$ cat src/rtl/hazard_control_unit_if.sv
// Signal bundle between the pipeline datapath and the hazard control unit.
// The datapath is the master and drives the hazard sources; the control unit is the slave.
interface hazard_control_unit_if #(
   parameter int unsigned CNT_W = 16
);
   logic [4:0]       ID_rs1;
   logic [4:0]       ID_rs2;
   logic             ID_uses_rs1;
   logic             ID_uses_rs2;
   logic             ID_branch;
   logic             br_eq;
   logic             ID_EX_mem_read;
   logic             ID_EX_reg_write;
   logic [4:0]       ID_EX_rd;
   logic             EX_MEM_mem_read;
   logic [4:0]       EX_MEM_rd;
   logic             mem_busy;
   logic             cnt_clr;
   logic             pc_write;
   logic             IF_ID_write;
   logic             IF_flush;
   logic             pc_src;
   logic             ID_EX_bubble;
   logic             pipe_freeze;
   logic [1:0]       state;
   logic [CNT_W-1:0] stall_cnt;
   logic [CNT_W-1:0] flush_cnt;
   logic [CNT_W-1:0] freeze_cnt;
   logic             freeze_err;

   modport master (
      output ID_rs1, ID_rs2, ID_uses_rs1, ID_uses_rs2, ID_branch, br_eq,
             ID_EX_mem_read, ID_EX_reg_write, ID_EX_rd, EX_MEM_mem_read, EX_MEM_rd,
             mem_busy, cnt_clr,
      input  pc_write, IF_ID_write, IF_flush, pc_src, ID_EX_bubble, pipe_freeze,
             state, stall_cnt, flush_cnt, freeze_cnt, freeze_err
   );

   modport slave (
      input  ID_rs1, ID_rs2, ID_uses_rs1, ID_uses_rs2, ID_branch, br_eq,
             ID_EX_mem_read, ID_EX_reg_write, ID_EX_rd, EX_MEM_mem_read, EX_MEM_rd,
             mem_busy, cnt_clr,
      output pc_write, IF_ID_write, IF_flush, pc_src, ID_EX_bubble, pipe_freeze,
             state, stall_cnt, flush_cnt, freeze_cnt, freeze_err
   );
endinterface

$ cat src/rtl/hazard_control_unit.sv
// Pipeline sequencing controller: per-cycle RUN/STALL/FREEZE/REDIRECT decision,
// saturating event counters and a sticky memory-freeze watchdog.
module hazard_control_unit #(
   parameter int unsigned CNT_W      = 16,
   parameter int unsigned FREEZE_MAX = 64
) (
   input logic                 clk,
   input logic                 reset_n,
   hazard_control_unit_if.slave hz
);
   localparam int unsigned RUN_W = $clog2(FREEZE_MAX + 1);

   typedef enum logic [1:0] {
      RUN      = 2'd0,
      STALL    = 2'd1,
      FREEZE   = 2'd2,
      REDIRECT = 2'd3
   } state_t;

   state_t           state_q;
   state_t           state_d;
   logic [RUN_W-1:0] run_q;
   logic             ex_match;
   logic             mem_match;
   logic             load_use;
   logic             br_haz;

   always_comb begin
      ex_match  = (hz.ID_EX_rd != 5'd0) &&
                  ((hz.ID_uses_rs1 && (hz.ID_EX_rd == hz.ID_rs1)) ||
                   (hz.ID_uses_rs2 && (hz.ID_EX_rd == hz.ID_rs2)));
      mem_match = (hz.EX_MEM_rd != 5'd0) &&
                  ((hz.ID_uses_rs1 && (hz.EX_MEM_rd == hz.ID_rs1)) ||
                   (hz.ID_uses_rs2 && (hz.EX_MEM_rd == hz.ID_rs2)));
      load_use  = hz.ID_EX_mem_read && ex_match;
      br_haz    = hz.ID_branch &&
                  ((hz.ID_EX_reg_write && ex_match) || (hz.EX_MEM_mem_read && mem_match));
   end

   always_comb begin
      state_d         = RUN;
      hz.pc_write     = 1'b0;
      hz.IF_ID_write  = 1'b0;
      hz.IF_flush     = 1'b0;
      hz.pc_src       = 1'b0;
      hz.ID_EX_bubble = 1'b0;
      hz.pipe_freeze  = 1'b0;
      if (hz.mem_busy) begin
         state_d        = FREEZE;
         hz.pipe_freeze = 1'b1;
      end else if (load_use || br_haz) begin
         state_d         = STALL;
         hz.ID_EX_bubble = 1'b1;
      end else if (hz.ID_branch && hz.br_eq) begin
         state_d        = REDIRECT;
         hz.pc_src      = 1'b1;
         hz.pc_write    = 1'b1;
         hz.IF_ID_write = 1'b1;
         hz.IF_flush    = 1'b1;
      end else begin
         hz.pc_write    = 1'b1;
         hz.IF_ID_write = 1'b1;
      end
      // Reset overrides everything so fetch restarts cleanly at PC 0.
      if (!reset_n) begin
         state_d         = RUN;
         hz.pc_write     = 1'b0;
         hz.IF_ID_write  = 1'b0;
         hz.IF_flush     = 1'b1;
         hz.pc_src       = 1'b0;
         hz.ID_EX_bubble = 1'b1;
         hz.pipe_freeze  = 1'b0;
      end
      hz.state = state_d;
   end

   always_ff @(posedge clk or negedge reset_n) begin
      if (!reset_n) state_q <= RUN;
      else          state_q <= state_d;
   end

   always_ff @(posedge clk or negedge reset_n) begin
      if (!reset_n) begin
         hz.stall_cnt  <= '0;
         hz.flush_cnt  <= '0;
         hz.freeze_cnt <= '0;
         hz.freeze_err <= 1'b0;
         run_q         <= '0;
      end else begin
         if (hz.cnt_clr) begin
            hz.stall_cnt  <= '0;
            hz.flush_cnt  <= '0;
            hz.freeze_cnt <= '0;
            hz.freeze_err <= 1'b0;
         end else begin
            if (state_d == STALL && hz.stall_cnt != '1)     hz.stall_cnt  <= hz.stall_cnt + 1'b1;
            if (state_d == REDIRECT && hz.flush_cnt != '1)  hz.flush_cnt  <= hz.flush_cnt + 1'b1;
            if (state_d == FREEZE && hz.freeze_cnt != '1)   hz.freeze_cnt <= hz.freeze_cnt + 1'b1;
            if (run_q == RUN_W'(FREEZE_MAX))                hz.freeze_err <= 1'b1;
         end
         // A busy run continues only if the previous cycle was itself a freeze.
         if (!hz.mem_busy)                        run_q <= '0;
         else if (state_q != FREEZE)              run_q <= RUN_W'(1);
         else if (run_q != RUN_W'(FREEZE_MAX))    run_q <= run_q + 1'b1;
      end
   end
endmodule

$ cat src/flat_wrapper.sv
// flat-port wrapper written by rule: the top's interface ports become plain ports
module hazard_control_unit_flat 
#(
   parameter int unsigned CNT_W      = 16,
   parameter int unsigned FREEZE_MAX = 64
)
  (clk, reset_n, hz_ID_rs1, hz_ID_rs2, hz_ID_uses_rs1, hz_ID_uses_rs2, hz_ID_branch, hz_br_eq, hz_ID_EX_mem_read, hz_ID_EX_reg_write, hz_ID_EX_rd, hz_EX_MEM_mem_read, hz_EX_MEM_rd, hz_mem_busy, hz_cnt_clr, hz_pc_write, hz_IF_ID_write, hz_IF_flush, hz_pc_src, hz_ID_EX_bubble, hz_pipe_freeze, hz_state, hz_stall_cnt, hz_flush_cnt, hz_freeze_cnt, hz_freeze_err);
  hazard_control_unit_if #(.CNT_W(CNT_W)) hz_i ();
  input logic clk;
  input logic reset_n;
  input wire logic [$bits(hz_i.ID_rs1)-1:0] hz_ID_rs1;
  input wire logic [$bits(hz_i.ID_rs2)-1:0] hz_ID_rs2;
  input wire logic [$bits(hz_i.ID_uses_rs1)-1:0] hz_ID_uses_rs1;
  input wire logic [$bits(hz_i.ID_uses_rs2)-1:0] hz_ID_uses_rs2;
  input wire logic [$bits(hz_i.ID_branch)-1:0] hz_ID_branch;
  input wire logic [$bits(hz_i.br_eq)-1:0] hz_br_eq;
  input wire logic [$bits(hz_i.ID_EX_mem_read)-1:0] hz_ID_EX_mem_read;
  input wire logic [$bits(hz_i.ID_EX_reg_write)-1:0] hz_ID_EX_reg_write;
  input wire logic [$bits(hz_i.ID_EX_rd)-1:0] hz_ID_EX_rd;
  input wire logic [$bits(hz_i.EX_MEM_mem_read)-1:0] hz_EX_MEM_mem_read;
  input wire logic [$bits(hz_i.EX_MEM_rd)-1:0] hz_EX_MEM_rd;
  input wire logic [$bits(hz_i.mem_busy)-1:0] hz_mem_busy;
  input wire logic [$bits(hz_i.cnt_clr)-1:0] hz_cnt_clr;
  output wire logic [$bits(hz_i.pc_write)-1:0] hz_pc_write;
  output wire logic [$bits(hz_i.IF_ID_write)-1:0] hz_IF_ID_write;
  output wire logic [$bits(hz_i.IF_flush)-1:0] hz_IF_flush;
  output wire logic [$bits(hz_i.pc_src)-1:0] hz_pc_src;
  output wire logic [$bits(hz_i.ID_EX_bubble)-1:0] hz_ID_EX_bubble;
  output wire logic [$bits(hz_i.pipe_freeze)-1:0] hz_pipe_freeze;
  output wire logic [$bits(hz_i.state)-1:0] hz_state;
  output wire logic [$bits(hz_i.stall_cnt)-1:0] hz_stall_cnt;
  output wire logic [$bits(hz_i.flush_cnt)-1:0] hz_flush_cnt;
  output wire logic [$bits(hz_i.freeze_cnt)-1:0] hz_freeze_cnt;
  output wire logic [$bits(hz_i.freeze_err)-1:0] hz_freeze_err;
  assign hz_i.ID_rs1 = hz_ID_rs1;
  assign hz_i.ID_rs2 = hz_ID_rs2;
  assign hz_i.ID_uses_rs1 = hz_ID_uses_rs1;
  assign hz_i.ID_uses_rs2 = hz_ID_uses_rs2;
  assign hz_i.ID_branch = hz_ID_branch;
  assign hz_i.br_eq = hz_br_eq;
  assign hz_i.ID_EX_mem_read = hz_ID_EX_mem_read;
  assign hz_i.ID_EX_reg_write = hz_ID_EX_reg_write;
  assign hz_i.ID_EX_rd = hz_ID_EX_rd;
  assign hz_i.EX_MEM_mem_read = hz_EX_MEM_mem_read;
  assign hz_i.EX_MEM_rd = hz_EX_MEM_rd;
  assign hz_i.mem_busy = hz_mem_busy;
  assign hz_i.cnt_clr = hz_cnt_clr;
  assign hz_pc_write = hz_i.pc_write;
  assign hz_IF_ID_write = hz_i.IF_ID_write;
  assign hz_IF_flush = hz_i.IF_flush;
  assign hz_pc_src = hz_i.pc_src;
  assign hz_ID_EX_bubble = hz_i.ID_EX_bubble;
  assign hz_pipe_freeze = hz_i.pipe_freeze;
  assign hz_state = hz_i.state;
  assign hz_stall_cnt = hz_i.stall_cnt;
  assign hz_flush_cnt = hz_i.flush_cnt;
  assign hz_freeze_cnt = hz_i.freeze_cnt;
  assign hz_freeze_err = hz_i.freeze_err;
  hazard_control_unit #(.CNT_W(CNT_W), .FREEZE_MAX(FREEZE_MAX)) u_core (.clk(clk), .reset_n(reset_n), .hz(hz_i));
endmodule
$ cat config.mk
export PLATFORM = sky130hd
export DESIGN_NAME = hazard_control_unit_flat
export DESIGN_NICKNAME = d
export VERILOG_FILES = /design/src/rtl/hazard_control_unit_if.sv /design/src/rtl/hazard_control_unit.sv /design/src/flat_wrapper.sv
export SDC_FILE = /design/constraint.sdc
export NUM_CORES = 1
export LEC_CHECK = 0
export ABC_AREA = 1
export BUFFER_PORTS_ARGS = -buffer_cell sky130_fd_sc_hd__buf_4
export CAP_MARGIN = 15
export CORE_MARGIN = 2
export CORE_UTILIZATION = 40
export DETAILED_ROUTE_END_ITERATION = 10
export SLEW_MARGIN = 40
export SYNTH_ARGS = -nofsm -noshare
export SYNTH_HDL_FRONTEND = slang
export SYNTH_SLANG_ARGS = --single-unit
$ cat constraint.sdc
create_clock -name clk -period 3.2 [get_ports clk]
set_clock_uncertainty 0.05 [all_clocks]
set_input_delay 0.64 -clock clk [delete_from_list [all_inputs] [get_ports clk]]
set_output_delay 0.64 -clock clk [all_outputs]
set_load 0.1 [all_outputs]
-- After elaboration in Yosys (flattened, before gate mapping)
Index checks and enable logic that the tools add are counted.
- bits in registers: 58
- output and inout port bits: 57
- add/sub/neg operators: 4
- eq/ne operators: 14
- mux-type cells: 28
- reductions and logical operators: 24
- operator list (cell ; number):
    two-way mux 16 bit ; 6
    adder 16 x 1 -> 16 bit, second input constant ; 3
    inequality test 16 bit, second input constant ; 3
    two-way mux 7 bit ; 3
    equality test 5 bit ; 4
    two-way mux 1 bit ; 15
    logical AND 1 bit ; 14
    nonzero test 5 bit ; 2
    two-way mux 2 bit ; 4
    nonzero test 2 bit ; 4
    adder 7 x 1 -> 7 bit, second input constant ; 1
    equality test 7 bit, second input constant ; 1
    inequality test 7 bit, second input constant ; 1
    equality test 2 bit, second input constant ; 2
    logical OR 1 bit ; 4
    inequality test 3 x 1 -> 1 bit, second input constant ; 1
    equality test 2 x 1 -> 1 bit, second input constant ; 1
    inequality test 2 bit, second input constant ; 1

-- Longest topological paths before layout
- word-level depth: 15
- gate-level depth with buffers: 14
- mapped depth without buffers: 13

-- Worst setup path after synthesis
No wires, ideal clock.
- kind: input -> output
- start: in hz_ID_rs1[1]
- end: out hz_state[1]
- data arrival time: 3.312 ns
- required time: 2.510 ns
- setup slack: -0.802 ns
- stages on the path: 8
- cell sequence: inv_1 > o21ai_0 > nor2_1 > nand3_1 > nand2_1 > nand2_1 > nand3_1 > o21ai_0
- cells in the longest elaborated chain, start to end: 11
- elaborated cells on any way between the ends: 17
- ends and longest elaborated chain (item ; line ; source):
    start, declared ; flat_wrapper.sv:11 ; input wire logic [$bits(hz_i.ID_rs1)-1:0] hz_ID_rs1;
    equality test 5 bit, on equally long branches ; hazard_control_unit.sv:30, hazard_control_unit.sv:33 ;
    logical AND 1 bit, on equally long branches ; hazard_control_unit.sv:30, hazard_control_unit.sv:33 ;
    logical OR 1 bit, on equally long branches ; hazard_control_unit.sv:30, hazard_control_unit.sv:33 ;
    logical AND 1 bit, on equally long branches ; hazard_control_unit.sv:29, hazard_control_unit.sv:32 ;
    logical AND 1 bit ; hazard_control_unit.sv:37 ; ((hz.ID_EX_reg_write && ex_match) || (hz.EX_MEM_mem_read && mem_match));
    logical OR 1 bit ; hazard_control_unit.sv:37 ;
    logical AND 1 bit ; hazard_control_unit.sv:36 ; br_haz = hz.ID_branch &&
    logical OR 1 bit (*) ; hazard_control_unit.sv:51 ; end else if (load_use || br_haz) begin
    two-way mux 2 bit (*) ; hazard_control_unit.sv:51 ;
    two-way mux 2 bit (*) ; hazard_control_unit.sv:48 ; if (hz.mem_busy) begin
    two-way mux 2 bit (*) ; hazard_control_unit.sv:65 ; if (!reset_n) begin
    end, declared ; flat_wrapper.sv:30 ; output wire logic [$bits(hz_i.state)-1:0] hz_state;
Mark *: on every way between the ends. The rest lies on a longest branch, timed or not.

-- Final worst setup path
- start: in hz_ID_EX_rd[3]
- end: out hz_state[1]
- cells in the longest elaborated chain, start to end: 11
- elaborated cells on any way between the ends: 15
- ends and longest elaborated chain (item ; line ; source):
    start, declared ; flat_wrapper.sv:19 ; input wire logic [$bits(hz_i.ID_EX_rd)-1:0] hz_ID_EX_rd;
    equality test 5 bit, on equally long branches ; hazard_control_unit.sv:30, hazard_control_unit.sv:31 ;
    logical AND 1 bit, on equally long branches ; hazard_control_unit.sv:30, hazard_control_unit.sv:31 ;
    logical OR 1 bit ; hazard_control_unit.sv:30 ; ((hz.ID_uses_rs1 && (hz.ID_EX_rd == hz.ID_rs1)) ||
    logical AND 1 bit (*) ; hazard_control_unit.sv:29 ; ex_match = (hz.ID_EX_rd != 5'd0) &&
    logical AND 1 bit ; hazard_control_unit.sv:37 ;
    logical OR 1 bit ; hazard_control_unit.sv:37 ;
    logical AND 1 bit ; hazard_control_unit.sv:36 ;
    logical OR 1 bit (*) ; hazard_control_unit.sv:51 ;
    two-way mux 2 bit (*) ; hazard_control_unit.sv:51 ;
    two-way mux 2 bit (*) ; hazard_control_unit.sv:48 ;
    two-way mux 2 bit (*) ; hazard_control_unit.sv:65 ;
Marks and branches as above.

==> impl_results.md <==
* Register area share after synthesis at 0.3788
* Critical path endpoint category: output pin
* Top-area cell type share of the netlist area at 0.3788
* Status: completed
* Starting Density at 0.4127
* Initial antenna violation count at 0
* Max Clk Rate at 373.1 MHz
* Final period util at 0.8375
* Clock Latency Late Sink at 340 ps
* Pins Over Slew Limit at 0
* Vias in the first global route at 3588
* Pre-CTS WS at 488.5 ps
* Mapped Cells at 557
* PnR worst setup slack at 519.9 ps
* Fin crit period at 2680 ps
* RR Endpoint: u_core.hz.stall_cnt[9]
* Avg Cell Area, Syn at 6.878 µm²
* Number of distinct library cells after synthesis at 34
* # clock sinks at 58
* Reg-to-Reg Start: u_core.hz.stall_cnt[0]
* Clock transition at path regs at 70 ps
* Crit-path max FO at 3
* Sw frac at 0.2779
* R2R depth at 11
* Crit path launch: hz_ID_EX_rd[3]
* Max H-tree Level at 3
* Syn. warnings at 0
* Net Count, Synth at 593
* RSZ-0062 raised after global routing: false
* Gr ovfl total at 0
* P per Cell Area at 347.0 nW/µm²
* Cts hold-fix bufs at 0
* Sequential cell area at 1451 µm²
* Area of the die at 10380 µm²
* Final Hold Vio Count at 0
* Area Overhead vs Synth at 25.31%
* Placer Congestion at 0.9914
* Req. time, crit path at 2510 ps
* Synthesized flop and latch total at 58
* Ant diodes at 0
* Design Power at 1.666 mW
* Sequential power share at 0.446
* R2r setup slk at 680 ps
* CTS tree: built
* Largest net degree at the start of global routing at 59
* Top cells by area, synth: dfrtp_1, nand2_1, nand3_1
* Synthesized area at 3831 µm²
* Max_cap viols at 0
* DR vias at 3905
* Leak at 2.491 nW
* EDFF count, synth at 0
* Core Region at 9284 µm²
* Gate power share at 0.136
* Total iterations of the first detailed-routing run at 5
* Post-DP HPWL at 7465 µm
* Slew margin rel. at 0.5635
* DR iter-0 viols at 204
* Post-synth top flop: dfrtp_1
* Clock power frac at 0.418
* Final wirelength at 10210 µm
* Crit start category: input pin
* Port Buffers at 87
* Fin nets at 680
* Share of layout cells above drive strength 1 at 0.1849
* Clock Root Buffer: clkbuf_8
* Slew @ Worst Pin at 654.8 ps
* Kind of critical path: in2out
* I/O Pins at 88
* Total global-route track usage at 0.2051
* VDD IR max at 223.0 µV
* Die height at 101.9 µm
* Cts repair resizes at 0
* Routed length per placed instance at 13.13 µm
* Setup-failing EPs final at 0
* Asr flop ratio synth at 1.000
* Worst EP arrival at 1990 ps
* Switching pwr at 463.1 µW
* Final ANT Viol Nets at 0
* Die width at 101.9 µm
* Synth area leader: dfrtp_1
* Util after Layout at 0.5171
* Count leader, synth: nand2_1
* Multi-input combinational cell area at 2007 µm²
* Setup TNS at 0 ps
* Cell row count at 35
* Deepest clock path buffer count at 2
* Commonest cells in the netlist: nand2_1, inv_1, nor2_1, dfrtp_1, nand3_1
* Clock buffer count from CTS at 9
* Vias per inst at 5.019
* Int Pwr at 1.203 mW
* HP Class: in2async
* Post CTS Setup Buffer Count at 0
* Global-route wire length before repair at 16970 µm
* Post-route DRC violation count at 0
* Fill count at 942
## cell usage in the layout (no fill, tap or decap), types with 3 or more instances in the layout
cell      instances
nand2_1         149
ha_1              5
nor3_1           14
clkbuf_1          3
nand4_1          29
buf_4            89
o21ai_1          23
dfrtp_1          58
o21ai_0          11
nor2_1           59
nand3_1          57
o31ai_1           4
a21oi_1           6
clkbuf_8         11
xor2_1           23
xnor2_1           3
inv_1            73
inv_2             8
## per-layer routing
layer,vias to the layer above,wire [µm],share of wire,global-route usage
met1,1797,4923,0.48,0.2929
li1,1979,-,-,-
met4,0,193,0.019,0.07590
met3,16,494,0.048,0.03557
met5,-,0,0,0
met2,113,4601,0.45,0.3128
## power by group through the flow
| stage | Clock, mW | Sequential, mW | Combinational [mW] |
|---|---|---|---|
| floorplan | 0 | 0.771 | 0.125 |
| global placement | 0 | 0.757 | 0.226 |
| detailed placement | 0 | 0.757 | 0.227 |
| CTS | 0.709 | 0.744 | 0.227 |
| global route | 0.750 | 0.743 | 0.249 |
| finish | 0.696 | 0.744 | 0.226 |
## registers in the layout (all words and copies together), names as in the netlist
| register | cells |
|---|---|
| u_core.hz.flush_cnt | 16 |
| u_core.hz.freeze_cnt | 16 |
| u_core.hz.freeze_err | 1 |
| u_core.hz.stall_cnt | 16 |
| u_core.run_q | 7 |
| u_core.state_q | 2 |
## final cells by class
class / instances / share of cell area
multi-input combinational: 404 / 0.4180
sequential: 58 / 0.3023
timing repair buffer: 90 / 0.1415
inverter: 81 / 0.06333
clock buffer: 14 / 0.03388
tap: 129 / 0.03362
clock inverter: 2 / 0.007297
## kinds of logic (layout without fill, tap and decap cells)
| logic type | Yosys count | count (layout) | synth area share |
|---|---|---|---|
| AND/OR/NAND/NOR | 322 | 322 | 0.3726 |
| buffers and inverters | 95 | 187 | 0.1006 |
| flip-flops | 58 | 58 | 0.3788 |
| AO/OA/AOI/OAI | 51 | 51 | 0.07218 |
| XOR/XNOR | 26 | 26 | 0.05944 |
| adder cells (fa/ha/maj) | 5 | 5 | 0.01633 |
## per-stage QoR
| step | std cells | hold WS (ps) | cell area [µm²] |
|---|---|---|---|
| 2_1_floorplan | 557 | 294.4 | 3844 |
| 3_3_place_gp | 762 | 430.0 | 4599 |
| 3_5_place_dp | 762 | 437.1 | 4599 |
| 4_1_cts | 778 | 451.6 | 4797 |
| 5_1_grt | 778 | 439.8 | 4801 |
| 6_report | 778 | 399.7 | 4801 |
## critical path, stage by stage
cell and delay [ps]:
buf_4 120, inv_1 90, nand2_1 60, nand2_1 60
nor2_1 50, nand3_1 70, nand2_1 50, nand2_1 120
nand3_1 160, o21ai_1 240, buf_4 330
## how the worst max path moves through the flow
stage	endpoint	slack, ps	depth (start not counted)
2_1_floorplan	hz_state[1]	-80	8
3_3_place_gp	hz_state[1]	540	11
3_5_place_dp	hz_state[1]	490	11
4_1_cts	hz_state[1]	490	11
5_1_grt	hz_state[1]	350	11
6_report	hz_state[1]	520	11
(Power assumes the default switching activity.)
